===== config.mk =====
export PLATFORM = sky130hd
export DESIGN_NAME = wb_arbiter_flat
export DESIGN_NICKNAME = d
export VERILOG_FILES = /design/src/rtl/wb_arbiter_if.sv /design/src/rtl/wb_arbiter.sv /design/src/flat_wrapper.sv
export SDC_FILE = /design/constraint.sdc
export NUM_CORES = 1
export LEC_CHECK = 0
export CORE_MARGIN = 2
export CORE_UTILIZATION = 30
export CTS_BUF_LIST = sky130_fd_sc_hd__clkbuf_8
export DETAILED_ROUTE_END_ITERATION = 16
export HOLD_SLACK_MARGIN = 0.03
export PLACE_DENSITY = 0.58
export SLEW_MARGIN = 20
export SYNTH_ARGS = -nofsm -noshare
export SYNTH_HDL_FRONTEND = slang
export SYNTH_SLANG_ARGS = --single-unit

===== constraint.sdc =====
create_clock -name CLK -period 4.8 [get_ports CLK]
set_input_delay 0.48 -clock CLK [delete_from_list [all_inputs] [get_ports CLK]]
set_output_delay 0.48 -clock CLK [all_outputs]
set_load 0.02 [all_outputs]

===== src/rtl/wb_arbiter_if.sv =====
// Signal bundle between the result producers / issue logic and wb_arbiter,
// including the register-file write port it drives.
interface wb_arbiter_if #(
    parameter int unsigned CW = 3
);
    logic          in_AluValid;
    logic          out_AluReady;
    logic [3:0]    in_AluAddr;
    logic [15:0]   in_AluData;
    logic          in_MemValid;
    logic [3:0]    in_MemAddr;
    logic [15:0]   in_MemData;
    logic          in_IssueValid;
    logic [3:0]    in_IssueAddr;
    logic          out_RegWrite;
    logic [3:0]    out_WriteAddr;
    logic [15:0]   out_Data;
    logic [15:0]   out_Pending;
    logic [CW-1:0] out_FifoCount;

    modport master (
        output in_AluValid, in_AluAddr, in_AluData,
        output in_MemValid, in_MemAddr, in_MemData,
        output in_IssueValid, in_IssueAddr,
        input  out_AluReady, out_RegWrite, out_WriteAddr, out_Data,
        input  out_Pending, out_FifoCount
    );

    modport slave (
        input  in_AluValid, in_AluAddr, in_AluData,
        input  in_MemValid, in_MemAddr, in_MemData,
        input  in_IssueValid, in_IssueAddr,
        output out_AluReady, out_RegWrite, out_WriteAddr, out_Data,
        output out_Pending, out_FifoCount
    );
endinterface


===== src/rtl/wb_arbiter.sv =====
// Serializes load and ALU results onto the single register-file write port,
// buffering ALU results in a FIFO and tracking pending destinations.
module wb_arbiter #(
    parameter int unsigned DEPTH = 4,
    parameter int unsigned CW    = 3
) (
    input  logic       CLK,
    input  logic       RST,
    wb_arbiter_if.slave bus
);
    localparam int unsigned AW = (DEPTH > 1) ? $clog2(DEPTH) : 1;

    typedef struct packed {
        logic [3:0]  addr;
        logic [15:0] data;
    } result_t;

    result_t       fifo [DEPTH];
    logic [AW-1:0] rd_ptr;
    logic [AW-1:0] wr_ptr;
    logic [CW-1:0] count;
    logic          fifo_empty;
    logic          ready;
    logic          push;
    logic          pop;
    logic          sel_valid;
    result_t       sel;
    result_t       alu_res;
    logic          write_en;
    logic [15:0]   pending;
    logic [15:0]   pending_next;
    logic          write_reg;
    logic [3:0]    write_addr;
    logic [15:0]   write_data;

    assign fifo_empty   = (count == '0);
    assign ready        = !RST && (count < CW'(DEPTH));
    assign alu_res.addr = bus.in_AluAddr;
    assign alu_res.data = bus.in_AluData;

    // Priority: load, then FIFO head, then ALU bypass when the FIFO is empty.
    always_comb begin
        sel_valid = 1'b0;
        sel       = '0;
        push      = 1'b0;
        pop       = 1'b0;
        if (bus.in_MemValid) begin
            sel_valid = 1'b1;
            sel.addr  = bus.in_MemAddr;
            sel.data  = bus.in_MemData;
            push      = bus.in_AluValid && ready;
        end else if (!fifo_empty) begin
            sel_valid = 1'b1;
            sel       = fifo[rd_ptr];
            pop       = 1'b1;
            push      = bus.in_AluValid && ready;
        end else if (bus.in_AluValid) begin
            sel_valid = 1'b1;
            sel       = alu_res;
        end
    end

    // Register 0 results are consumed but never written.
    assign write_en = sel_valid && (sel.addr != '0);

    // A same-edge issue overrides the clear: the issue is the newer producer.
    always_comb begin
        pending_next = pending;
        if (write_en) begin
            pending_next[sel.addr] = 1'b0;
        end
        if (bus.in_IssueValid && (bus.in_IssueAddr != '0)) begin
            pending_next[bus.in_IssueAddr] = 1'b1;
        end
        pending_next[0] = 1'b0;
    end

    always_ff @(posedge CLK) begin
        if (push && !RST) begin
            fifo[wr_ptr] <= alu_res;
        end
    end

    always_ff @(posedge CLK) begin
        if (RST) begin
            rd_ptr     <= '0;
            wr_ptr     <= '0;
            count      <= '0;
            write_reg  <= 1'b0;
            write_addr <= '0;
            write_data <= '0;
            pending    <= '0;
        end else begin
            if (push) begin
                wr_ptr <= wr_ptr + AW'(1);
            end
            if (pop) begin
                rd_ptr <= rd_ptr + AW'(1);
            end
            case ({push, pop})
                2'b10:   count <= count + CW'(1);
                2'b01:   count <= count - CW'(1);
                default: count <= count;
            endcase
            write_reg <= write_en;
            if (write_en) begin
                write_addr <= sel.addr;
                write_data <= sel.data;
            end
            pending <= pending_next;
        end
    end

    assign bus.out_AluReady  = ready;
    assign bus.out_RegWrite  = write_reg;
    assign bus.out_WriteAddr = write_addr;
    assign bus.out_Data      = write_data;
    assign bus.out_Pending   = pending;
    assign bus.out_FifoCount = count;
endmodule


===== src/flat_wrapper.sv =====
// flat-port wrapper written by rule: the top's interface ports become plain ports
module wb_arbiter_flat 
#(
    parameter int unsigned DEPTH = 4,
    parameter int unsigned CW    = 3
)
  (CLK, RST, bus_in_AluValid, bus_in_AluAddr, bus_in_AluData, bus_in_MemValid, bus_in_MemAddr, bus_in_MemData, bus_in_IssueValid, bus_in_IssueAddr, bus_out_AluReady, bus_out_RegWrite, bus_out_WriteAddr, bus_out_Data, bus_out_Pending, bus_out_FifoCount);
  wb_arbiter_if #(.CW(CW)) bus_i ();
  input  logic CLK;
  input  logic RST;
  input wire logic [$bits(bus_i.in_AluValid)-1:0] bus_in_AluValid;
  input wire logic [$bits(bus_i.in_AluAddr)-1:0] bus_in_AluAddr;
  input wire logic [$bits(bus_i.in_AluData)-1:0] bus_in_AluData;
  input wire logic [$bits(bus_i.in_MemValid)-1:0] bus_in_MemValid;
  input wire logic [$bits(bus_i.in_MemAddr)-1:0] bus_in_MemAddr;
  input wire logic [$bits(bus_i.in_MemData)-1:0] bus_in_MemData;
  input wire logic [$bits(bus_i.in_IssueValid)-1:0] bus_in_IssueValid;
  input wire logic [$bits(bus_i.in_IssueAddr)-1:0] bus_in_IssueAddr;
  output wire logic [$bits(bus_i.out_AluReady)-1:0] bus_out_AluReady;
  output wire logic [$bits(bus_i.out_RegWrite)-1:0] bus_out_RegWrite;
  output wire logic [$bits(bus_i.out_WriteAddr)-1:0] bus_out_WriteAddr;
  output wire logic [$bits(bus_i.out_Data)-1:0] bus_out_Data;
  output wire logic [$bits(bus_i.out_Pending)-1:0] bus_out_Pending;
  output wire logic [$bits(bus_i.out_FifoCount)-1:0] bus_out_FifoCount;
  assign bus_i.in_AluValid = bus_in_AluValid;
  assign bus_i.in_AluAddr = bus_in_AluAddr;
  assign bus_i.in_AluData = bus_in_AluData;
  assign bus_i.in_MemValid = bus_in_MemValid;
  assign bus_i.in_MemAddr = bus_in_MemAddr;
  assign bus_i.in_MemData = bus_in_MemData;
  assign bus_i.in_IssueValid = bus_in_IssueValid;
  assign bus_i.in_IssueAddr = bus_in_IssueAddr;
  assign bus_out_AluReady = bus_i.out_AluReady;
  assign bus_out_RegWrite = bus_i.out_RegWrite;
  assign bus_out_WriteAddr = bus_i.out_WriteAddr;
  assign bus_out_Data = bus_i.out_Data;
  assign bus_out_Pending = bus_i.out_Pending;
  assign bus_out_FifoCount = bus_i.out_FifoCount;
  wb_arbiter #(.DEPTH(DEPTH), .CW(CW)) u_core (.CLK(CLK), .RST(RST), .bus(bus_i));
endmodule

# [Yosys cells after proc, flatten, opt, wreduce, memory -nomap -nowiden]
# Memories as Yosys holds them, arrays and structs flattened. A register that Yosys moved wholly into a read port is not among the register bits.
# Cells that the tools add are included.
[totals] reg_bits=44 latchBits=0 ram_bits=80 mem_bits_ro=0 n_memories=1
[op_classes] n_addsub=4 multipliers=0 div=0 order_cmp=5 eq_ne=2 shifts=0 n_mux=21 bitwise_logic=3 n_reduce_logical=12
[memory_table] name="u_core.fifo" words=4 word_bits=20 rd=1 rd_clocked_by_memory_dff=1 write_ports=1 line_no="wb_arbiter.sv:18" rtl="result_t fifo [DEPTH];"
[op_table] operator="20-bit two-way mux" n=3
[op_table] operator="16-bit two-way mux" n=2
[op_table] operator="16-bit AND" n=1
[op_table] operator="16-bit inverter" n=1
[op_table] operator="16-bit OR" n=1
[op_table] operator="1-bit two-way mux" n=11
[op_table] operator="4-bit by 5-bit < comparator with 1-bit output, second input constant" n=2
[op_table] operator="1-bit demux with 4-bit select" n=2
[op_table] operator="4-bit by 1-bit >= comparator with 1-bit output, second input constant" n=2
[op_table] operator="4-bit nonzero test" n=2
[op_table] operator="1-bit logical AND" n=7
[op_table] operator="3-bit one-hot mux with 2 select lines" n=1
[op_table] operator="2-bit by 1-bit adder with 2-bit output, second input constant" n=2
[op_table] operator="2-bit two-way mux" n=2
[op_table] operator="3-bit by 1-bit adder with 3-bit output, second input constant" n=1
[op_table] operator="3-bit zero test" n=1
[op_table] operator="3-bit < comparator, second input constant" n=1
[op_table] operator="3-bit by 1-bit subtractor with 3-bit output, second input constant" n=1
[op_table] operator="2-bit by 1-bit equality test with 1-bit output, second input constant" n=1
[op_table] operator="2-bit equality test, second input constant" n=1
[op_table] operator="2-bit nonzero test" n=1
[op_table] operator="1-bit zero test" n=1

# [Longest topological paths before layout]
# Gate-level depths: netlist of run 1.
[logic_depth] ltp_word=12 ltp_mapped=10 mapped_depth_nobuf=9

# [Worst setup path before layout of run 1]
# OpenSTA, ideal clock, no wires.
[synth_path] path_kind="register to register" start="register u_core.count[0] (netlist: u_core.bus.out_FifoCount[0])" end="register u_core.count[2] (netlist: u_core.bus.out_FifoCount[2])" setup_time_ps=71 t_arrival_ps=2626 slack_ps=2103 stages_incl_launch_ff=11 synth_period_minus_slack_ps=2697 cell_sequence="dfxtp_1 -> or3_4 -> and2_4 -> clkbuf_1 -> clkbuf_1 -> ha_1 -> inv_1 -> fa_1 -> xor2_1 -> or3_1 -> a21oi_1"
[synth_between] word_cells_on_any_way=14 classes_between="add/sub: 2; order compare: 1; eq/ne: 2; mux: 5; reduce/logical: 4"
[synth_lines] item="from (decl)" line_no="wb_arbiter.sv:21" rtl="logic [CW-1:0] count;"
[synth_lines] item="from (signal assigned)" line_no="wb_arbiter.sv:101" rtl="2'b10: count <= count + CW'(1);"
[synth_lines] item="from (signal assigned)" line_no="wb_arbiter.sv:102" rtl="2'b01: count <= count - CW'(1);"
[synth_lines] item="from (signal assigned)" line_no="wb_arbiter.sv:103" rtl="default: count <= count;"
[synth_lines] item="3-bit zero test *" line_no="wb_arbiter.sv:36" rtl="assign fifo_empty = (count == '0);"
[synth_lines] item="1-bit two-way mux *" line_no="wb_arbiter.sv:52" rtl="end else if (!fifo_empty) begin"
[synth_lines] item="1-bit two-way mux *" line_no="wb_arbiter.sv:47" rtl="if (bus.in_MemValid) begin"
[synth_lines] item="net u_core.pop" line_no="wb_arbiter.sv:25" rtl="logic pop;"
[synth_lines] item="2-bit by 1-bit equality test with 1-bit output / 2-bit equality test (equally long branches)" line_no="wb_arbiter.sv:100" rtl="case ({push, pop})"
[synth_lines] item="3-bit one-hot mux with 2 select lines / 2-bit nonzero test (equally long branches)"
# The timed path passes the listed nets; every way through them passes the cells marked *.
# A chain may end at the register's enable or synchronous reset.

# [Final worst setup path of run 1]
[layout_path] start="input bus_in_MemValid" end="register u_core.write_data[13] (netlist: u_core.bus.out_Data[13])"
[layout_between] elab_chain_cells=3 word_cells_on_any_way=4 classes_between="mux: 2; reduce/logical: 2"
[layout_lines] item="from (decl)" line_no="flat_wrapper.sv:14" rtl="input wire logic [$bits(bus_i.in_MemValid)-1:0] bus_in_MemValid;"
[layout_lines] item="20-bit two-way mux" line_no="wb_arbiter.sv:47"
[layout_lines] item="4-bit nonzero test" line_no="wb_arbiter.sv:64" rtl="assign write_en = sel_valid && (sel.addr != '0);"
[layout_lines] item="1-bit logical AND" line_no="wb_arbiter.sv:64"
[layout_lines] item="to (signal assigned)" line_no="wb_arbiter.sv:108" rtl="write_data <= sel.data;"
[layout_lines] item="to (decl)" line_no="wb_arbiter.sv:34" rtl="logic [15:0] write_data;"
# Parallel ways exist; a longest one is shown, timed or not.

==> results.md, run 1 <==
* Status: finished clean
* Ys Warns at 0
* Post-CTS Hold Buffers at 0
* Least-Margin Pin Slew at 859 ps
* Final Hold Fails at 0
* Number of synthesized flops with an enable pin at 80
* Initial antenna violation count at 0
* Starting density of the core at 30.5%
* Unique masters post-synth at 45
* Total CTS buffers at 17
* Count leader, synth: edfxtp_1
* Site row count at 48
* Commonest cells post-synth: edfxtp_1, dfxtp_1, nor2_1
* Nets@finish at 513
* Syn_area_per_cell at 14.3 um2
* Pwr Total at 0.00309 W
* HPWL after DPL at 8700 um
* Die area at 0.0185 mm2
* Total Neg Setup Slack at 0 ps
* Final Max Slew Viols at 0
* Crit path DAT at 3820 ps
* Post-CTS Resized at 0
* Post-route DRC at 0
* Area growth from synthesis to layout at 29.6%
* Syn nets at 421
* Clock tree root buffer cell: clkbuf_8
* Yosys top cell area share at 45.8%
* CP required at 5130 ps
* Setup Skew at 9.92 ps
* Port bufs at 88
* Core Util, Final at 39.5%
* Synthesis-stage register bit count at 125
* Synth Instances at 366
* Primary FF master, synth: edfxtp_1
* Vias after detailed routing at 3,470
* Clock slew at reported path FFs at 70 ps
* Critical path launch point type: input pin
* Ant diodes at 0
* WL/cell at 18.5 um
* Setup violations, final at 0
* Cell Area, Synth at 0.00524 mm2
* Worst Path Class, Setup: in2reg
* Drt initial violations at 361
* MaxCap Viol Count at 0
* Seq/Total Area, Yosys at 63.0%
* Vias/cell at 4.99
* Max rail drop VDD at 0.000225 V
* Clk buf depth at 2
* CTS Sinks at 125
* Min-Delay Path Class: reg2reg
* Final min period at 3490 ps
* Worst-skew pair later-pin latency at 450 ps
* Synth top area cells: edfxtp_1, dfxtp_1, mux4_2, a222oi_1, nor2_1
* Core area at 0.0172 mm2
* Share of flip-flops with an asynchronous set or reset at 0%
* Vias in the first global route at 3,587
* CTS tree: built
* First-pass GRT wire length at 20,000 um
* GRT Overall Usage at 14.6%
* Die Y-Extent at 136 um
* DRT Wirelength at 12,900 um
* H-tree depth at 4
* Max Fclk at 286 MHz
* Worst-path fanout max at 22
* Fraction of layout cells with a size suffix above 1 at 16.1%
* Maximum number of pins on one net before global-route repair at 59
* First-pass DRT Iterations at 5
* Total grt overflow at 0
* Pwr Density at 454 mW/mm2
* Leakage at 2.22 nW
* Setup crit end kind: flop
* Chip width at 136 um
* # IOs at 90
* Antenna Nets Post-Route at 0
* Period utilization at 72.8%
* Postcts setup bufs at 0
* RSZ-0062 raised after global routing: no
* Slew HR at 42.8%
* Gpl congestion at 0.821
* Cell taking the most area after synthesis: edfxtp_1
[stage by stage]
stage | hold slack (ps) | worst slack, ps | cells | cell area (um2)
after global placement | 475 | 987 | 663 | 6340
after CTS | 486 | 1320 | 696 | 6790
final | 484 | 1310 | 696 | 6790
after floorplan | 485 | 2100 | 366 | 5240
after detailed placement | 475 | 840 | 664 | 6360
after global routing | 487 | 1090 | 696 | 6790
[critical path, cell delays in order]
cell	delay [ps]
clkdlybuf4s50_1	830
buf_4	310
inv_1	120
and2_4	260
a222oi_1	340
buf_4	280
and4_1	780
mux2_1	410
[flip-flops by register name, indices dropped and copies added, names as in the netlist, named ones only]
name	count
u_core.fifo	80
u_core.bus.out_Data	16
u_core.bus.out_Pending	15
u_core.bus.out_WriteAddr	4
u_core.bus.out_FifoCount	3
u_core.rd_ptr	2
u_core.wr_ptr	2
u_core.bus.out_RegWrite	1
[logic make-up (layout without fill, tap and decap cells)]
group / after synthesis / count (layout) / share of synthesized area, %
muxes: 40 / 40 / 12.3
other: 1 / 1 / 0.0716
AOI/OAI and AO/OA: 57 / 57 / 9.34
DFF: 125 / 125 / 63.0
xor gates and xnor gates: 5 / 5 / 0.836
and+or+nand+nor: 86 / 86 / 9.00
adders and majority gates: 6 / 6 / 1.58
buffers and inverters: 46 / 151 / 3.82
[routing by layer]
layer	track usage [%]	vias up	part of all wire, %
met3	4.96	9	5.9
met2	24.3	119	50
li1	-	1615	-
met4	4.17	0	0.75
met1	18.1	1727	44
met5	0	-	0
[worst paths after layout]
kind / from / to / slack [ps] / depth (start not counted)
max: bus_in_MemValid / u_core.bus.out_Data[13] / 1310 / 8
min: u_core.bus.out_Pending[1] / u_core.bus.out_Pending[1] / 480 / 2
max reg2reg: flop / u_core.bus.out_Data[13] / 1430 / 5
min reg2reg: u_core.bus.out_Pending[1] / u_core.bus.out_Pending[1] / 480 / 2
[power breakdown]
| part | internal (W) | total [W] | leakage, nW | switching (W) |
|---|---|---|---|---|
| sequential | 0.00123 | 0.00132 | 1.09 | 0.0000882 |
| clock | 0.000562 | 0.000987 | 0.200 | 0.000425 |
| combinational | 0.000379 | 0.000776 | 0.931 | 0.000397 |
| total | 0.00217 | 0.00309 | 2.22 | 0.000910 |
[layout by cell type, fill, tap and decap left out, types with 9 or more instances in the layout]
| master | count |
|---|---|
| a222oi_1 | 17 |
| buf_4 | 9 |
| clkbuf_8 | 17 |
| clkdlybuf4s50_1 | 87 |
| dfxtp_1 | 44 |
| edfxtp_1 | 80 |
| inv_1 | 21 |
| mux2_1 | 9 |
| mux4_2 | 18 |
| nand4_1 | 9 |
| nor2_1 | 29 |
| nor2b_1 | 16 |
| nor4_1 | 9 |
| o32ai_1 | 11 |
[cell type report]
cell class              instances  area (um2)
clock buffers                  17         234
clock inverters                15         198
fillers                      1638       10400
inverters                      21        78.8
multi-input cells             195        1740
flip-flops and latches        125        3300
well taps                     225         282
repair buffers                 98         958
(Power assumes the default switching activity.)
==> run 2, diff against run 1 <==
==> constraint.sdc (replaced) <==
create_clock -name CLK -period 3.48 [get_ports CLK]
set_input_delay 0.348 -clock CLK [delete_from_list [all_inputs] [get_ports CLK]]
set_output_delay 0.348 -clock CLK [all_outputs]
set_load 0.02 [all_outputs]
==> run 2 against run 1 <==
Wire length down 2.2%; sequential power grew 34%; critical path depth stayed put; die area stayed put; worst setup slack lost 370 ps; clock skew increased by 0.74 ps; non-clock buffer count is 9 higher; cell count rose by 1.3%; via count increased by 1.1%.
==> results.md, run 2 (synthesis results as in run 1) <==
* Status: finished clean
* Clock tree root buffer cell: clkbuf_8
* Hold Path Depth at 2 (unchanged)
* Setup crit end kind: flop
* Final Max Slew Viols at 0 (unchanged)
* CTS Sinks at 125 (unchanged)
* Setup Skew at 10.7 ps (+0.744 ps)
* Largest Register: u_core.fifo
* Die area at 0.0185 mm2 (unchanged)
* P_sw at 0.00129 W (+41%)
* Antenna Nets Post-Route at 0 (unchanged)
* Sequential Power Share at 41.7% (-1.1 points)
* Least-Margin Pin Slew at 601 ps (-258 ps)
* Post-CTS Resized at 0 (unchanged)
* Vias/cell at 4.98 (-0.20%)
* Total CTS buffers at 17 (unchanged)
* R2R cell count at 6 (+1)
* HPWL after DPL at 8430 um (-3.0%)
* Drt initial violations at 324 (-10%)
* Area of the multi-input gates at 0.00174 mm2 (about the same)
* RSZ-0062 raised after global routing: no
* Port bufs at 88 (unchanged)
* Largest register FFs at 80 (unchanged)
* Register area at 0.00330 mm2 (unchanged)
* Period utilization at 73.1%
* Vias after detailed routing at 3,508 (+1.1%)
* Crit path DAT at 2870 ps (-950 ps)
* Nets@finish at 522 (+1.8%)
* Gpl congestion at 0.792 (-3.6%)
* Chip width at 136 um (unchanged)
* Total grt overflow at 0 (unchanged)
* Fill cell count at 1,660 (+1.3%)
* Clock slew at reported path FFs at 80 ps (about the same)
* Worst-skew pair later-pin latency at 440 ps (about the same)
* Clock power share at 31.4% (-0.6 points)
* Post-CTS Hold Buffers at 0 (unchanged)
* First-pass GRT wire length at 19,400 um (-2.8%)
* Commonest cells after routing, fill and taps aside: clkdlybuf4s50_1, edfxtp_1, dfxtp_1
* R2r setup slk at 950 ps (-480 ps)
* Sw Ratio at 30.3% (+0.80 points)
* GRT Overall Usage at 14.3% (-0.32 points)
* Max rail drop VDD at 0.000253 V (+12%)
* Maximum number of pins on one net before global-route repair at 58 (-1.7%)
* Clk buf depth at 2 (unchanged)
* Ant diodes at 0 (unchanged)
* Worst-path fanout max at 22 (unchanged)
* Worst Path Class, Setup: in2reg
* Fraction of layout cells with a size suffix above 1 at 17.5% (+1.4 points)
* Max Fclk at 393 MHz
* Final Hold Fails at 0 (unchanged)
* Critical path launch point type: input pin
* Core area at 0.0172 mm2 (unchanged)
* Post-route DRC at 0 (unchanged)
* WL/cell at 17.9 um (-3.5%)
* Comb pwr share at 26.9% (+1.7 points)
* Final min period at 2550 ps
* First-pass DRT Iterations at 5 (unchanged)
* Starting density of the core at 30.5% (unchanged)
* Postcts setup bufs at 0 (unchanged)
* Pwr Density at 621 mW/mm2 (+37%)
* H-tree depth at 4 (unchanged)
* # IOs at 90 (unchanged)
* Die Y-Extent at 136 um (unchanged)
* Setup violations, final at 0 (unchanged)
* Placed Area at 0.00642 mm2 (+0.94%)
* Min-Delay Path Class: reg2reg
* Hold_ws at 476 ps (-7.22 ps)
* Initial antenna violation count at 0 (unchanged)
* Leakage at 2.26 nW (+1.7%)
* Cell Int Power at 0.00296 W (+36%)
* Slew HR at 59.9% (+17 points)
* Total Neg Setup Slack at 0 ps (unchanged)
* Core Util, Final at 39.8% (+0.28 points)
* Commonest non-fill, non-tap cell in the layout: clkdlybuf4s50_1
* Area growth from synthesis to layout at 30.5%
* Pwr Total at 0.00425 W (+38%)
* MaxCap Viol Count at 0 (unchanged)
* Site row count at 48 (unchanged)
* Vias in the first global route at 3,525 (-1.7%)
* CTS tree: built
* DRT Wirelength at 12,600 um (-2.2%)
* CP required at 3800 ps (-1330 ps)
* Finished Cell Area at 0.00684 mm2 (+0.70%)
[run 2: cell types whose count changed in the layout (fill, tap and decap cells not counted)]
cell,change
buf_8,-1
clkinv_4,-2
bufinv_16,-1
clkinv_2,-2
and2_2,-1
inv_8,+1
buf_4,+10
inv_6,+4
and2_1,+1
[run 2: worst paths after layout]
check                                             endpoint                   startpoint
worst min register to register  u_core.bus.out_Pending[14]   u_core.bus.out_Pending[14]
worst max register to register      u_core.bus.out_Data[7]  u_core.bus.out_FifoCount[0]
worst max-delay path                u_core.bus.out_Data[7]              bus_in_MemValid
worst min-delay path            u_core.bus.out_Pending[14]   u_core.bus.out_Pending[14]
[run 2: area by class of cell]
cell class | count | area share, %
clock buffer | 17 | 3.42
clock inverter | 15 | 2.73
multi-input combinational | 195 | 25.4
inverter | 21 | 1.15
sequential | 125 | 48.3
timing repair buffer | 107 | 14.9
tap | 225 | 4.12
[run 2: per-layer routing]
metal / GRT usage, % / vias up / part of all wire (%)
met2: 22.4 / 114 / 49
met3: 4.74 / 15 / 6.6
li1: - / 1627 / -
met5: 0 / - / 0
met4: 4.92 / 0 / 1.3
met1: 18.5 / 1752 / 43
[run 2: power by group through the flow]
stage,registers [W],clock network (W),logic [W]
after floorplan,0.00188,0,0.000662
after global placement,0.00180,0,0.00113
after detailed placement,0.00181,0,0.00115
after CTS,0.00178,0.00137,0.00116
after global routing,0.00179,0.00144,0.00124
final,0.00177,0.00133,0.00114
[run 2: metrics by stage]
| step | worst slack [ps] | cells |
|---|---|---|
| finish | 935 | 705 |
| global route | 819 | 705 |
| CTS | 941 | 705 |
| detailed placement | 492 | 673 |
| global placement | 552 | 673 |
| floorplan | 783 | 366 |
[run 2: worst max-delay path: stages]
cell,delay (ps)
clkdlybuf4s50_1,660
nor4_1,130
and2_1,220
buf_4,240
a222oi_1,390
and4_1,300
buf_4,230
mux2_1,340
==> run 3, diff against run 2 <==
--- a/config.mk
+++ b/config.mk
@@ -10,7 +10,7 @@
 export CTS_BUF_LIST = sky130_fd_sc_hd__clkbuf_8
 export DETAILED_ROUTE_END_ITERATION = 16
 export HOLD_SLACK_MARGIN = 0.03
-export PLACE_DENSITY = 0.58
+export PLACE_DENSITY = 0.6
 export SLEW_MARGIN = 20
 export SYNTH_ARGS = -nofsm -noshare
 export SYNTH_HDL_FRONTEND = slang
==> constraint.sdc (replaced) <==
create_clock -name CLK -period 2.22 [get_ports CLK]
set_input_delay 0.222 -clock CLK [delete_from_list [all_inputs] [get_ports CLK]]
set_output_delay 0.222 -clock CLK [all_outputs]
set_load 0.02 [all_outputs]
==> run 3 against run 2 <==
Critical path depth fell by 2; sequential power rose by 58%; flip-flop and latch count did not move; highest routed layer unchanged; critical endpoint is now u_core.bus.out_Data[6]; largest power group unchanged.
==> results.md, run 3 (synthesis results as in run 1) <==
* Crit path DAT at 2490 ps (-380 ps)
* Met1 Wirelength at 5700 um (+4.1%)
* Critical path launch point type: flop
* CP startpoint: u_core.bus.out_FifoCount[0]
* DRT Wirelength at 12,800 um (+1.9%)
* Commonest cells after routing, fill and taps aside: clkdlybuf4s50_1, edfxtp_1, dfxtp_1
* Slew HR at 60.9% (+0.91 points)
* Worst Path Class, Setup: reg2reg
* Die area at 0.0185 mm2 (unchanged)
* Area of the multi-input gates at 0.00179 mm2 (+3.1%)
* Setup crit end kind: flop
* CP required at 2540 ps (-1260 ps)
* Met2 Routed Length at 6340 um (+3.3%)
* Clk buf depth at 2 (unchanged)
* Antenna Nets Post-Route at 0 (unchanged)
* Total CTS buffers at 17 (unchanged)
* Final Hold Fails at 0 (unchanged)
* Pwr Density at 981 mW/mm2 (+58%)
* Worst-skew pair later-pin latency at 430 ps (about the same)
* Setup WS post-layout at 51.9 ps (-883 ps)
* Port bufs at 88 (unchanged)
* First-pass DRT Iterations at 5 (unchanged)
* Initial antenna violation count at 0 (unchanged)
* Fraction of layout cells with a size suffix above 1 at 24.0% (+6.5 points)
* # IOs at 90 (unchanged)
* Post-CTS Hold Buffers at 0 (unchanged)
* CTS Sinks at 125 (unchanged)
* R2R cell count at 6 (unchanged)
* Status: finished clean
* Period utilization at 97.7%
* Max Fclk at 461 MHz
* Gpl congestion at 0.830 (+4.8%)
* Largest register FFs at 80 (unchanged)
* Core area at 0.0172 mm2 (unchanged)
* Post-route DRC at 0 (unchanged)
* Commonest non-fill, non-tap cell in the layout: clkdlybuf4s50_1
* Register area at 0.00332 mm2 (+0.45%)
* Site row count at 48 (unchanged)
* Clock slew at reported path FFs at 80 ps (about the same)
* Maximum number of pins on one net before global-route repair at 58 (unchanged)
* HPWL after DPL at 8940 um (+6.0%)
* Vias/cell at 4.94 (-0.73%)
* Max rail drop VDD at 0.000658 V (+160%)
* Pre-CTS WS at -263 ps (-754 ps)
* Fill cell count at 1,603 (-3.4%)
* Ant diodes at 0 (unchanged)
* Worst-path fanout max at 8 (-64%)
* Hold Path Depth at 3 (+1)
* Least-Margin Pin Slew at 587 ps (-13.7 ps)
* Drt initial violations at 254 (-22%)
* Final Max Slew Viols at 0 (unchanged)
* Vias in the first global route at 3,711 (+5.3%)
* Die Y-Extent at 136 um (unchanged)
* Starting density of the core at 30.5% (unchanged)
* Setup violations, final at 0 (unchanged)
* Met3 wire length at 679 um (-19%)
* CTS tree: built
* Min-delay src: RST
* MaxCap Viol Count at 0 (unchanged)
* Area growth from synthesis to layout at 36.4%
* Finished Cell Area at 0.00715 mm2 (+4.5%)
* Total Neg Setup Slack at 0 ps (unchanged)
* GRT Overall Usage at 14.5% (+0.19 points)
* RSZ-0062 raised after global routing: yes
* Min-Delay Path Class: in2reg
* Chip width at 136 um (unchanged)
* Nets@finish at 547 (+4.8%)
* Setup Skew at 8.34 ps (-2.32 ps)
* Placed Area at 0.00661 mm2 (+3.0%)
* H-tree depth at 4 (unchanged)
* Leakage at 2.44 nW (+8.0%)
* First-pass GRT wire length at 20,000 um (+2.8%)
* Uppermost layer routed: met4
* Vias after detailed routing at 3,606 (+2.8%)
* WL/cell at 17.6 um (-1.6%)
* Clock tree root buffer cell: clkbuf_8
* Final min period at 2170 ps
* Total grt overflow at 0 (unchanged)
* Reg-to-reg startpoint: u_core.bus.out_FifoCount[0]
* Largest Register: u_core.fifo
## run 3: what timing repair did
action,4_1_cts,5_1_grt
endpoints found under the setup margin,13,26
gates cloned,0,0
pin swaps,2,2
resized for setup,2,17
buffers inserted,1,3
## run 3: final timing paths
path,endpoint,slack (ps)
setup / recovery,u_core.bus.out_Data[6],50
hold / removal,u_core.bus.out_FifoCount[1],400
setup reg to reg,u_core.bus.out_Data[6],50
hold reg to reg,u_core.bus.out_Pending[14],480
## run 3: cell type report
class / instances / share of cell area (%)
clock inverter: 14 / 2.56
inverter: 21 / 1.10
tap: 225 / 3.94
multi-input combinational: 195 / 25.1
timing repair buffer: 132 / 17.4
clock buffer: 18 / 3.47
sequential: 125 / 46.4
## run 3: per-layer routing
layer  vias up  GRT usage, %
met5         -             0
met4         0          5.03
met3        11          3.21
met2       123          24.4
met1      1780          18.4
li1       1692             -
## run 3: power breakdown
part	total (W)	switching, W	internal (W)
logic	0.00210	0.00102	0.00108
registers	0.00280	0.000119	0.00268
clock network	0.00212	0.000957	0.00116
total	0.00701	0.00209	0.00492
## run 3: critical path, stage by stage (launching register included)
cell      delay, ps
dfxtp_4         370
or3_4           380
and2_4          170
a222oi_1        340
and4_4          310
buf_6           150
mux2_2          340
## run 3: stage by stage
stage / hold WS [ps] / utilization, % / cells / total power (W)
6_report: 396 / 41.6 / 730 / 0.00701
5_1_grt: 420 / 41.6 / 730 / 0.00735
4_1_cts: 384 / 41.1 / 727 / 0.00695
3_5_place_dp: 473 / 38.5 / 694 / 0.00481
3_3_place_gp: 469 / 38.5 / 694 / 0.00478
2_1_floorplan: 321 / - / 366 / 0.00402
